$ cat src/rtl/rtc_scan_reader_if.sv
// rtl/rtc_scan_reader_if.sv - multiplexed address/data bus to the external RTC chip
interface rtc_scan_reader_if;
    logic [7:0] bus_i;   // data bus as read from the pad
    logic [7:0] bus_o;   // data bus value to drive
    logic       bus_oe;  // 1 = FPGA drives the bus
    logic       cs_n;    // chip select, active-low
    logic       rd_n;    // read strobe, active-low
    logic       wr_n;    // write strobe, active-low (address latch only)
    logic       a_d;     // 0 = address phase, 1 = data phase

    modport master (
        input  bus_i,
        output bus_o, bus_oe, cs_n, rd_n, wr_n, a_d
    );

    modport slave (
        output bus_i,
        input  bus_o, bus_oe, cs_n, rd_n, wr_n, a_d
    );
endinterface

$ cat src/rtl/rtc_scan_reader.sv
// rtl/rtc_scan_reader.sv - scans RTC time/date/timer registers into a coherent BCD snapshot
module rtc_scan_reader #(
    parameter int TPH = 10
) (
    input  logic                clk,
    input  logic                reset,
    input  logic                start,
    rtc_scan_reader_if.master   bus,
    output logic                busy,
    output logic                done,
    output logic [7:0]          h_seg,
    output logic [7:0]          h_min,
    output logic [7:0]          h_hora,
    output logic [7:0]          date,
    output logic [7:0]          mes,
    output logic [7:0]          ano,
    output logic [7:0]          t_seg,
    output logic [7:0]          t_min,
    output logic [7:0]          t_hora
);

    localparam int              PW      = (TPH > 1) ? $clog2(TPH) : 1;
    localparam logic [PW-1:0]   PH_LAST = PW'(TPH - 1);
    localparam logic [3:0]      IDX_LAST = 4'd8;

    typedef enum logic [2:0] {
        S_IDLE,
        S_ADDR,
        S_GAP1,
        S_DATA,
        S_GAP2,
        S_COMMIT
    } state_t;

    state_t         r_state;
    state_t         w_state_nxt;
    logic [PW-1:0]  r_phase;
    logic [PW-1:0]  w_phase_nxt;
    logic [3:0]     r_idx;
    logic [3:0]     w_idx_nxt;
    logic           w_phase_last;

    logic [7:0]     r_shadow [0:8];

    // Registered copies of every output; next values come from the next state
    logic [7:0]     r_bus_o,  w_bus_o;
    logic           r_bus_oe, w_bus_oe;
    logic           r_cs_n,   w_cs_n;
    logic           r_rd_n,   w_rd_n;
    logic           r_wr_n,   w_wr_n;
    logic           r_a_d,    w_a_d;
    logic           r_busy,   w_busy;
    logic           r_done,   w_done;
    logic           w_capture;
    logic           w_commit;
    logic [7:0]     r_h_seg, r_h_min, r_h_hora, r_date, r_mes, r_ano;
    logic [7:0]     r_t_seg, r_t_min, r_t_hora;

    // RTC register address for each scan slot: clock/date block then timer block
    function automatic logic [7:0] addr_of(input logic [3:0] idx);
        logic [7:0] a;
        case (idx)
            4'd0:    a = 8'h21;
            4'd1:    a = 8'h22;
            4'd2:    a = 8'h23;
            4'd3:    a = 8'h24;
            4'd4:    a = 8'h25;
            4'd5:    a = 8'h26;
            4'd6:    a = 8'h41;
            4'd7:    a = 8'h42;
            4'd8:    a = 8'h43;
            default: a = 8'h00;
        endcase
        return a;
    endfunction

    assign w_phase_last = (r_phase == PH_LAST);

    // Next-state, phase/index and next-output decode
    always_comb begin
        w_state_nxt = r_state;
        w_idx_nxt   = r_idx;
        w_phase_nxt = '0;
        w_capture   = 1'b0;
        w_commit    = 1'b0;
        w_bus_o     = 8'h00;
        w_bus_oe    = 1'b0;
        w_cs_n      = 1'b1;
        w_rd_n      = 1'b1;
        w_wr_n      = 1'b1;
        w_a_d       = 1'b1;
        w_busy      = 1'b0;
        w_done      = 1'b0;

        case (r_state)
            S_IDLE: begin
                if (start) begin
                    w_state_nxt = S_ADDR;
                    w_idx_nxt   = 4'd0;
                end
            end
            S_ADDR: begin
                if (w_phase_last) w_state_nxt = S_GAP1;
            end
            S_GAP1: begin
                if (w_phase_last) w_state_nxt = S_DATA;
            end
            S_DATA: begin
                if (w_phase_last) begin
                    w_state_nxt = S_GAP2;
                    w_capture   = 1'b1;
                end
            end
            S_GAP2: begin
                if (w_phase_last) begin
                    if (r_idx == IDX_LAST) begin
                        w_state_nxt = S_COMMIT;
                        w_commit    = 1'b1;
                    end else begin
                        w_state_nxt = S_ADDR;
                        w_idx_nxt   = r_idx + 4'd1;
                    end
                end
            end
            S_COMMIT: begin
                w_state_nxt = S_IDLE;
            end
            default: begin
                w_state_nxt = S_IDLE;
            end
        endcase

        // Phase counts only inside bus phases and restarts on every state change
        if (w_state_nxt == r_state &&
            (r_state == S_ADDR || r_state == S_GAP1 ||
             r_state == S_DATA || r_state == S_GAP2)) begin
            w_phase_nxt = r_phase + 1'b1;
        end

        // Bus pins for the cycle about to start, so the pins themselves are flops
        case (w_state_nxt)
            S_ADDR: begin
                w_a_d    = 1'b0;
                w_cs_n   = 1'b0;
                w_wr_n   = 1'b0;
                w_bus_oe = 1'b1;
                w_bus_o  = addr_of(w_idx_nxt);
            end
            S_GAP1: begin
                w_a_d    = 1'b0;
                w_bus_oe = 1'b1;
                w_bus_o  = addr_of(w_idx_nxt);
            end
            S_DATA: begin
                w_cs_n   = 1'b0;
                w_rd_n   = 1'b0;
            end
            S_COMMIT: begin
                w_done   = 1'b1;
            end
            default: ;
        endcase

        w_busy = (w_state_nxt != S_IDLE);
    end

    // State, counters, registered pins and the shadow/snapshot registers
    always_ff @(posedge clk) begin
        if (!reset) begin
            r_state  <= S_IDLE;
            r_phase  <= '0;
            r_idx    <= 4'd0;
            r_bus_o  <= 8'h00;
            r_bus_oe <= 1'b0;
            r_cs_n   <= 1'b1;
            r_rd_n   <= 1'b1;
            r_wr_n   <= 1'b1;
            r_a_d    <= 1'b1;
            r_busy   <= 1'b0;
            r_done   <= 1'b0;
            for (int i = 0; i < 9; i++) r_shadow[i] <= 8'h00;
            r_h_seg  <= 8'h00;
            r_h_min  <= 8'h00;
            r_h_hora <= 8'h00;
            r_date   <= 8'h00;
            r_mes    <= 8'h00;
            r_ano    <= 8'h00;
            r_t_seg  <= 8'h00;
            r_t_min  <= 8'h00;
            r_t_hora <= 8'h00;
        end else begin
            r_state  <= w_state_nxt;
            r_phase  <= w_phase_nxt;
            r_idx    <= w_idx_nxt;
            r_bus_o  <= w_bus_o;
            r_bus_oe <= w_bus_oe;
            r_cs_n   <= w_cs_n;
            r_rd_n   <= w_rd_n;
            r_wr_n   <= w_wr_n;
            r_a_d    <= w_a_d;
            r_busy   <= w_busy;
            r_done   <= w_done;
            if (w_capture) r_shadow[r_idx] <= bus.bus_i;
            // Snapshot moves as a whole so the display never sees a torn read
            if (w_commit) begin
                r_h_seg  <= r_shadow[0];
                r_h_min  <= r_shadow[1];
                r_h_hora <= r_shadow[2];
                r_date   <= r_shadow[3];
                r_mes    <= r_shadow[4];
                r_ano    <= r_shadow[5];
                r_t_seg  <= r_shadow[6];
                r_t_min  <= r_shadow[7];
                r_t_hora <= r_shadow[8];
            end
        end
    end

    assign bus.bus_o  = r_bus_o;
    assign bus.bus_oe = r_bus_oe;
    assign bus.cs_n   = r_cs_n;
    assign bus.rd_n   = r_rd_n;
    assign bus.wr_n   = r_wr_n;
    assign bus.a_d    = r_a_d;
    assign busy       = r_busy;
    assign done       = r_done;
    assign h_seg      = r_h_seg;
    assign h_min      = r_h_min;
    assign h_hora     = r_h_hora;
    assign date       = r_date;
    assign mes        = r_mes;
    assign ano        = r_ano;
    assign t_seg      = r_t_seg;
    assign t_min      = r_t_min;
    assign t_hora     = r_t_hora;

endmodule

$ cat src/flat_wrapper.sv
// flat-port wrapper written by rule: the top's interface ports become plain ports
module rtc_scan_reader_flat 
#(
    parameter int TPH = 10
)
  (clk, reset, start, busy, done, h_seg, h_min, h_hora, date, mes, ano, t_seg, t_min, t_hora, bus_bus_i, bus_bus_o, bus_bus_oe, bus_cs_n, bus_rd_n, bus_wr_n, bus_a_d);
  rtc_scan_reader_if bus_i ();
  input  logic clk;
  input  logic reset;
  input  logic start;
  output logic busy;
  output logic done;
  output logic [7:0] h_seg;
  output logic [7:0] h_min;
  output logic [7:0] h_hora;
  output logic [7:0] date;
  output logic [7:0] mes;
  output logic [7:0] ano;
  output logic [7:0] t_seg;
  output logic [7:0] t_min;
  output logic [7:0] t_hora;
  input wire logic [$bits(bus_i.bus_i)-1:0] bus_bus_i;
  output wire logic [$bits(bus_i.bus_o)-1:0] bus_bus_o;
  output wire logic [$bits(bus_i.bus_oe)-1:0] bus_bus_oe;
  output wire logic [$bits(bus_i.cs_n)-1:0] bus_cs_n;
  output wire logic [$bits(bus_i.rd_n)-1:0] bus_rd_n;
  output wire logic [$bits(bus_i.wr_n)-1:0] bus_wr_n;
  output wire logic [$bits(bus_i.a_d)-1:0] bus_a_d;
  assign bus_i.bus_i = bus_bus_i;
  assign bus_bus_o = bus_i.bus_o;
  assign bus_bus_oe = bus_i.bus_oe;
  assign bus_cs_n = bus_i.cs_n;
  assign bus_rd_n = bus_i.rd_n;
  assign bus_wr_n = bus_i.wr_n;
  assign bus_a_d = bus_i.a_d;
  rtc_scan_reader #(.TPH(TPH)) u_core (.clk(clk), .reset(reset), .start(start), .bus(bus_i), .busy(busy), .done(done), .h_seg(h_seg), .h_min(h_min), .h_hora(h_hora), .date(date), .mes(mes), .ano(ano), .t_seg(t_seg), .t_min(t_min), .t_hora(t_hora));
endmodule
$ cat config.mk
export PLATFORM = sky130hd
export DESIGN_NAME = rtc_scan_reader_flat
export DESIGN_NICKNAME = d
export VERILOG_FILES = /design/src/rtl/rtc_scan_reader_if.sv /design/src/rtl/rtc_scan_reader.sv /design/src/flat_wrapper.sv
export SDC_FILE = /design/constraint.sdc
export NUM_CORES = 1
export LEC_CHECK = 0
export ABC_CLOCK_PERIOD_IN_PS = 2300
export BUFFER_PORTS_ARGS = -buffer_cell sky130_fd_sc_hd__buf_2
export CAP_MARGIN = 20
export CORE_AREA = 4 4 118 120
export DETAILED_ROUTE_END_ITERATION = 8
export DIE_AREA = 0 0 122 124
export GPL_TIMING_DRIVEN = 0
export PLACE_DENSITY = 0.81
export SLEW_MARGIN = 20
export SYNTH_ARGS = -nofsm -noshare
export SYNTH_HDL_FRONTEND = slang
export SYNTH_SLANG_ARGS = --single-unit
$ cat constraint.sdc
create_clock -name clk -period 2.3 [get_ports clk]
set_input_delay 0.345 -clock clk [delete_from_list [all_inputs] [get_ports clk]]
set_output_delay 0.345 -clock clk [all_outputs]
set_load 0.01 [all_outputs]
**After elaboration in Yosys (flattened, before gate mapping)**

Memories as Yosys holds them, arrays and structs flattened. A register that Yosys moved wholly into a read port is not among the register bits.
Cells that the tools add are included.

- Bits in registers: 26
- RAM bits: 72
- Memory bits (read-only): 160
- Input port bits: 11
- Output and inout port bits: 87
- Logic and storage cells: 76
- Memories kept: 3

Memory list:

| name | depth | bits a word | rd ports | clocked after memory_dff | wr ports | RTL line | text |
|---|---|---|---|---|---|---|---|
| (no name shown) | 16 | 5 | 1 | 0 | 0 | rtc_scan_reader.sv:62 | `case (idx)` |
| (no name shown) | 16 | 5 | 1 | 0 | 0 | rtc_scan_reader.sv:62 |  |
| u_core.r_shadow | 9 | 8 | 9 | 9 | 9 | rtc_scan_reader.sv:43 | `logic [7:0] r_shadow [0:8];` |

- Add/subtract/negate cells: 2
- Equal/unequal tests: 11
- Mux-type cells: 30
- Reductions and logical operators: 19

Operators by type and width:

| kind | number |
|---|---|
| 2-to-1 mux 3 bit | 6 |
| 2-to-1 mux 1 bit | 16 |
| 2-to-1 mux 4 bit | 4 |
| case mux 8 bit (2 select lines) | 1 |
| case mux 3 bit (5 select lines) | 1 |
| == test 3 x 2 -> 1 bit, second input constant | 4 |
| logical NOT 1 bit | 9 |
| adder 4 x 1 -> 4 bit, second input constant | 2 |
| == test 4 bit, second input constant | 2 |
| 2-to-1 mux 8 bit | 1 |
| case mux 4 bit (2 select lines) | 1 |
| OR reduction 8 bit | 1 |
| == test 3 x 1 -> 1 bit, second input constant | 2 |
| == test 3 bit, second input constant | 2 |
| OR reduction 2 bit | 2 |
| == test 3 bit | 1 |
| logical NOT 3 bit | 1 |
| logical OR 1 bit | 3 |
| nonzero test 3 bit | 1 |
| AND reduction 2 bit | 1 |
| logical AND 1 bit | 1 |

**Logic depth before layout (Yosys ltp)**

Gate-level depths: netlist (run 1).

- Word-level depth: 8
- Depth in mapped cells: 10

**Least setup slack after synthesis (run 1)**

Ideal clock, no wire load.

- Kind: register to register
- From: register u_core.r_phase[0]
- To: memory u_core.r_shadow[0][0] (enable)
- Library setup time: 0.334 ns
- Arrival time: 1.858 ns
- Slack: 0.108 ns
- Cell stages (with the launch flop): 7
- Path buffers: 0
- Cell sequence: dfxtp_1 -> ha_1 -> and3b_1 -> and3_1 -> nand2_1 -> nor4b_2 -> nand2b_1

RTL lines:

| element | RTL line | text |
|---|---|---|
| from (decl) | rtc_scan_reader.sv:37 | `logic [PW-1:0] r_phase;` |
| from (signal assigned) | rtc_scan_reader.sv:193 | `r_phase <= w_phase_nxt;` |
| to (decl) | rtc_scan_reader.sv:43 |  |

==> reports/results.tsv, run 1 <==
metric	value	unit
boundary pin count	98	
WS Path Type	flip-flop to flip-flop	
CP Data Arrival Time	2330	ps
status	finished, final reports clean	
DR WL/cell	16.5	um
hold_buf cts	0	
async set or reset register ratio after synthesis	0	
vias post-DR	4868	
CTS root buf	clkbuf_16	
residual DRC count	0	
critical path, cell by cell	inv_1 > ha_1 > and3b_2 > and3_4 > and2_1 > clkbuf_4 > and3_1 > buf_2 > nand2b_4	
Die Width	122	um
Final min period	2210	ps
pre-CTS setup slack	-485	ps
min-delay worst type	input port to flip-flop	
CP max stage delay	330	ps
htree depth	4	
I/O Buffers	94	
EDFF count, synth	72	
commonest non-fill, non-tap cells in the layout	nand2_1 (154), buf_2 (99), dfxtp_1 (91), a21oi_1 (79), edfxtp_1 (72)	
Static Leak	3.16	nW
clock latency on the worst-skew pair	420	ps
fillers	1034	
Yosys reg bits	167	
Antenna diodes	0	
fin worst setup slack	90.8	ps
commonest non-fill, non-tap cell in the layout	nand2_1	
Relative slew margins	0.466	
startpoint types	flip-flop	
post-synthesis cell count	617	
final setup fails	0	
Area Growth Syn to Fin	22.1	%
# rows	42	
Clock Pin Slew Worst Setup and Hold Paths	60	ps
critical-path maximum fanout	10	
Pwr per Cell Area	758	mW/mm^2
Least-Margin Pin Slew	800	ps
post-detail-place hpwl	10600	um
core area	0.0130	sq mm
share of cells above drive strength 1	0.241	
Post-Route Utilization	0.612	
Final nets	762	
most common flop cell mapped by yosys	dfxtp_1	
worst r2r src	u_core.r_phase[1]	
Die Ht	124	um
Num CTS Buffers	17	
Die Area	0.0151	sq mm
initial antenna violation count	0	
GPL Wtd Cong	0.854	
Total Power	6.02	mW
fin. max-slew vios	0	
via density per instance	5.22	
wire length of the first global-routing pass	23800	um
CP required	2420	ps
fin crit share	0.961	
clock skew	7.47	ps
Syn Area/Cell	10.5	sq um
GRT Total Usage	0.207	
worst hold slack	337	ps
capturing element type of the critical path	flip-flop	
Reg2Reg Depth	9	
largest net degree at the start of global routing	17	
R2R Setup Slk	90	ps
Max clock buf depth	2	
synth warn	0	
Max VDD drop	0.362	mV
Max Clock Freq	453	MHz
mapped cell area	0.00650	sq mm
final wirelength	15400	um
first-pass iteration count of the detailed router	6	
Iter 0 DRT Violations	403	
Initial Utilization	0.501	
clk sinks	167	
final hold vios	0	
Setup crit start	u_core.r_phase[1]	
sequential area share after synthesis	0.625	
Final ANT Viol Nets	0	
grt ovf	0	
critical path endpoint	u_core.r_shadow[7][2]	
Reg-to-Reg End	u_core.r_shadow[7][2]	
vias in the first global route	4723	
TritonCTS clock tree	done	
slowest CP cell	dfxtp_2	
post-synthesis cell type count	52	
setup_tns	0	ps
Max-cap violations	0	
[per-stage QoR]
step	std cells	cell area, sq um
2_1_floorplan	619	6510
3_3_place_gp	889	7200
3_5_place_dp	889	7200
4_1_cts	927	7880
5_1_grt	932	7940
6_report	932	7940
[Yosys cell counts, drive strengths merged, types with 2 or more instances]
library cell / number / area (sq um)
a21oi: 79 / 395
a31oi: 3 / 25.0
and2: 66 / 413
and3: 11 / 68.8
and3b: 2 / 17.5
buf: 19 / 148
clkbuf: 19 / 71.3
dfxtp: 95 / 1900
edfxtp: 72 / 2160
ha: 8 / 100
inv: 6 / 22.5
mux2i: 5 / 50.1
nand2: 155 / 582
nand2b: 7 / 43.8
nand3: 3 / 15.0
nand3b: 3 / 22.5
nand4: 2 / 12.5
nand4b: 2 / 17.5
nor2: 18 / 67.6
nor2b: 3 / 18.8
nor3: 3 / 26.3
nor3b: 3 / 27.5
nor4b: 4 / 68.8
o211ai: 2 / 15.0
o21a: 2 / 15.0
o21ai: 7 / 38.8
o31ai: 2 / 20.0
or3b: 2 / 20.0
xnor2: 2 / 17.5
xor2: 2 / 17.5
[power breakdown]
| group | internal [mW] | total [mW] | leakage, nW | switching, mW |
|---|---|---|---|---|
| clock | 1.58 | 2.66 | 0.267 | 1.07 |
| combinational | 0.0461 | 0.177 | 1.41 | 0.131 |
| sequential | 3.16 | 3.18 | 1.48 | 0.0244 |
[worst min path at each step]
stage               slack [ps]              start  cells after the start                    end
floorplan                  430  u_core.r_phase[0]                      1      u_core.r_phase[0]
global placement           440    u_core.h_seg[1]                      2        u_core.h_seg[1]
detailed placement         450   u_core.t_hora[1]                      2       u_core.t_hora[1]
CTS                        320       bus_bus_i[7]                      2  u_core.r_shadow[0][7]
global route               340       bus_bus_i[7]                      2  u_core.r_shadow[6][7]
finish                     340       bus_bus_i[7]                      2  u_core.r_shadow[0][7]
[repair_timing]
item,CTS,global route
endpoints found under the setup margin,119,33
buffers inserted,7,5
pin swaps,3,1
resized for setup,23,11
[logic make-up (layout without fill, tap and decap cells)]
logic type | Yosys count | in the layout | share of synthesized area
adders and majority gates | 8 | 8 | 0.0154
xor gates and xnor gates | 4 | 4 | 0.00539
and+or+nand+nor | 287 | 287 | 0.222
AOI/OAI and AO/OA | 100 | 100 | 0.0858
muxes | 5 | 5 | 0.00770
other | 1 | 3 | 0.000577
buffers and inverters | 45 | 182 | 0.0377
DFF | 167 | 167 | 0.625
[layer usage]
metal | global-route usage | routed length (um)
met5 | 0 | 0
met1 | 0.246 | 6190
met2 | 0.362 | 7940
met3 | 0.0577 | 904
met4 | 0.0742 | 375
[state kept, by name, indices dropped and copies added (netlist names), 5 cells and up]
signal and count:
u_core.ano 8, u_core.bus.bus_o 5, u_core.date 8, u_core.h_hora 8
u_core.h_min 8, u_core.h_seg 8, u_core.mes 8, u_core.r_shadow 72
u_core.t_hora 8, u_core.t_min 8, u_core.t_seg 8
[critical path: cells and delay by family (launching register included)]
kind	cells	cell delay [ps]
flip-flops	1	330
adder cells (fa/ha/maj)	1	170
buffers and inverters	3	420
AND/OR/NAND/NOR	5	1000
[cell type report]
class,instances,area (sq um),share of cell area
sequential,167,4070,0.513
multi-input combinational,407,2290,0.288
timing repair buffer,106,561,0.0706
clock buffer,22,444,0.0560
buffer,37,220,0.0277
tap,176,220,0.0277
clock inverter,10,105,0.0132
inverter,7,26.3,0.00331
No activity file was read; power rests on OpenSTA's default activity.
==> inputs of run 2 (changes only) <==
- PLACE_DENSITY: 0.81 -> 0.73
==> run 2 against run 1 <==
Effect of this change: via count down 2.0%; highest routed layer unchanged; non-clock buffer count decreased by 1; global-route usage down 0.87 points; largest cell class unchanged; die area unchanged; clock-buffer cell count is 5 higher; flip-flop and latch count unchanged; critical endpoint is now u_core.r_shadow[0][6].
==> reports/results.tsv, run 2 (synthesis results as in run 1) <==
metric	value	unit
status	finished, final reports clean	
worst hold stages	2	
Iter 0 DRT Violations	311	
vias in the first global route	4540	
final wirelength	14800	um
hold_buf cts	0	
Final nets	761	
Num CTS Buffers	17	
Clock Pin Slew Worst Setup and Hold Paths	60	ps
Max clock buf depth	2	
share of cells above drive strength 1	0.240	
critical path, cell by cell	inv_1 > ha_2 > and3b_2 > and3_4 > nand2_1 > nor4b_4 > nand2b_4	
via density per instance	5.13	
largest net degree at the start of global routing	17	
fin worst setup slack	77.9	ps
Initial Utilization	0.501	
Die Width	122	um
commonest non-fill, non-tap cell in the layout	nand2_1	
capturing element type of the critical path	flip-flop	
GRT Total Usage	0.199	
Final min period	2220	ps
max reg flops	72	
Reg area	0.00407	sq mm
slowest CP cell	nor4b_4	
dpl cell area	0.00720	sq mm
CTS root buf	clkbuf_16	
Max VDD drop	0.355	mV
Post-Route Utilization	0.611	
worst r2r src	u_core.r_phase[1]	
post-detail-place hpwl	10200	um
min-delay worst type	input port to flip-flop	
Top reg by flops	u_core.r_shadow	
residual DRC count	0	
Min-Delay Startpoint	bus_bus_i[7]	
Die Area	0.0151	sq mm
final setup fails	0	
R2R Setup Slk	80	ps
clock latency on the worst-skew pair	420	ps
DR WL/cell	15.9	um
GPL Wtd Cong	0.862	
fillers	1077	
RSZ-0062 raised after global routing	yes	
# rows	42	
Max Clock Freq	450	MHz
Total Power	5.84	mW
vias post-DR	4773	
htree depth	4	
CP required	2420	ps
I/O Buffers	94	
Antenna diodes	0	
Final ANT Viol Nets	0	
Reg2Reg Depth	7	
core area	0.0130	sq mm
clk sinks	167	
Reg-to-Reg End	u_core.r_shadow[0][6]	
critical-path maximum fanout	8	
fin crit share	0.966	
worst hold slack	355	ps
startpoint types	flip-flop	
first-pass iteration count of the detailed router	5	
Design Area, Final	0.00793	sq mm
pre-CTS setup slack	-634	ps
Static Leak	3.14	nW
Least-Margin Pin Slew	837	ps
Max-cap violations	0	
CP max stage delay	400	ps
initial antenna violation count	0	
wire length of the first global-routing pass	22900	um
commonest non-fill, non-tap cells in the layout	nand2_1 (154), buf_2 (98), dfxtp_1 (91), a21oi_1 (79), edfxtp_1 (72)	
grt ovf	0	
WS Path Type	flip-flop to flip-flop	
fin. max-slew vios	0	
Die Ht	124	um
CP Data Arrival Time	2340	ps
Area Growth Syn to Fin	22.0	%
clock skew	12.0	ps
final hold vios	0	
TritonCTS clock tree	done	
area taken by multi-input logic gates	0.00233	sq mm
Worst Hold End	u_core.r_shadow[1][7]	
boundary pin count	98	
Pwr per Cell Area	737	mW/mm^2
Relative slew margins	0.442	
==> run 2: how the worst max path moves through the flow <==
stage | startpoint | slack, ps | to
2_1_floorplan | u_core.r_phase[0] | 110 | u_core.r_shadow[0][0]
3_3_place_gp | u_core.r_phase[0] | -440 | u_core.r_shadow[0][2]
4_1_cts | u_core.r_phase[1] | -3 | u_core.bus.bus_o[6]
6_report | u_core.r_phase[1] | 80 | u_core.r_shadow[0][6]
5_1_grt | u_core.r_idx[3] | -40 | u_core.bus.bus_o[0]
3_5_place_dp | u_core.r_phase[0] | -630 | u_core.r_shadow[0][4]
==> run 2: power breakdown <==
part / internal [mW] / switching [mW]
Clock: 1.43 / 1.05
Sequential: 3.16 / 0.0237
Combinational: 0.0470 / 0.132
==> run 2: per-stage QoR <==
stage | setup TNS [ps] | std cells
floorplan | 0 | 619
finish | 0 | 931
global route | -325 | 931
global placement | -18090 | 889
detailed placement | -28960 | 889
CTS | -3.02 | 922
==> run 2: routing by layer <==
metal	vias up	wire length, um	GRT usage
li1	2322	-	-
met4	0	337	0.0735
met1	2296	6210	0.237
met2	128	7530	0.348
met3	27	693	0.0500
met5	-	0	0
==> run 2: final cells by class <==
cell class                 instances  area share
sequential                       167       0.513
multi-input combinational        407       0.294
timing repair buffer             105      0.0697
clock buffer                      27      0.0610
buffer                            37      0.0281
tap                              176      0.0278
inverter                           7     0.00331
clock inverter                     5     0.00315
==> run 2: worst max-delay path, delay by kind of cell, from the launching register on <==
family / cells / cell delay [ps]
simple gates: 5 / 1360
buf+inv: 1 / 50
flops: 1 / 330
fa+ha+maj: 1 / 180
==> run 2: repair_timing <==
item | CTS | global route
setup buffers | 2 | 9
hold endpoints to repair | 0 | 0
resized for setup | 22 | 19
pin swaps | 2 | 0
setup endpoints to repair | 139 | 144
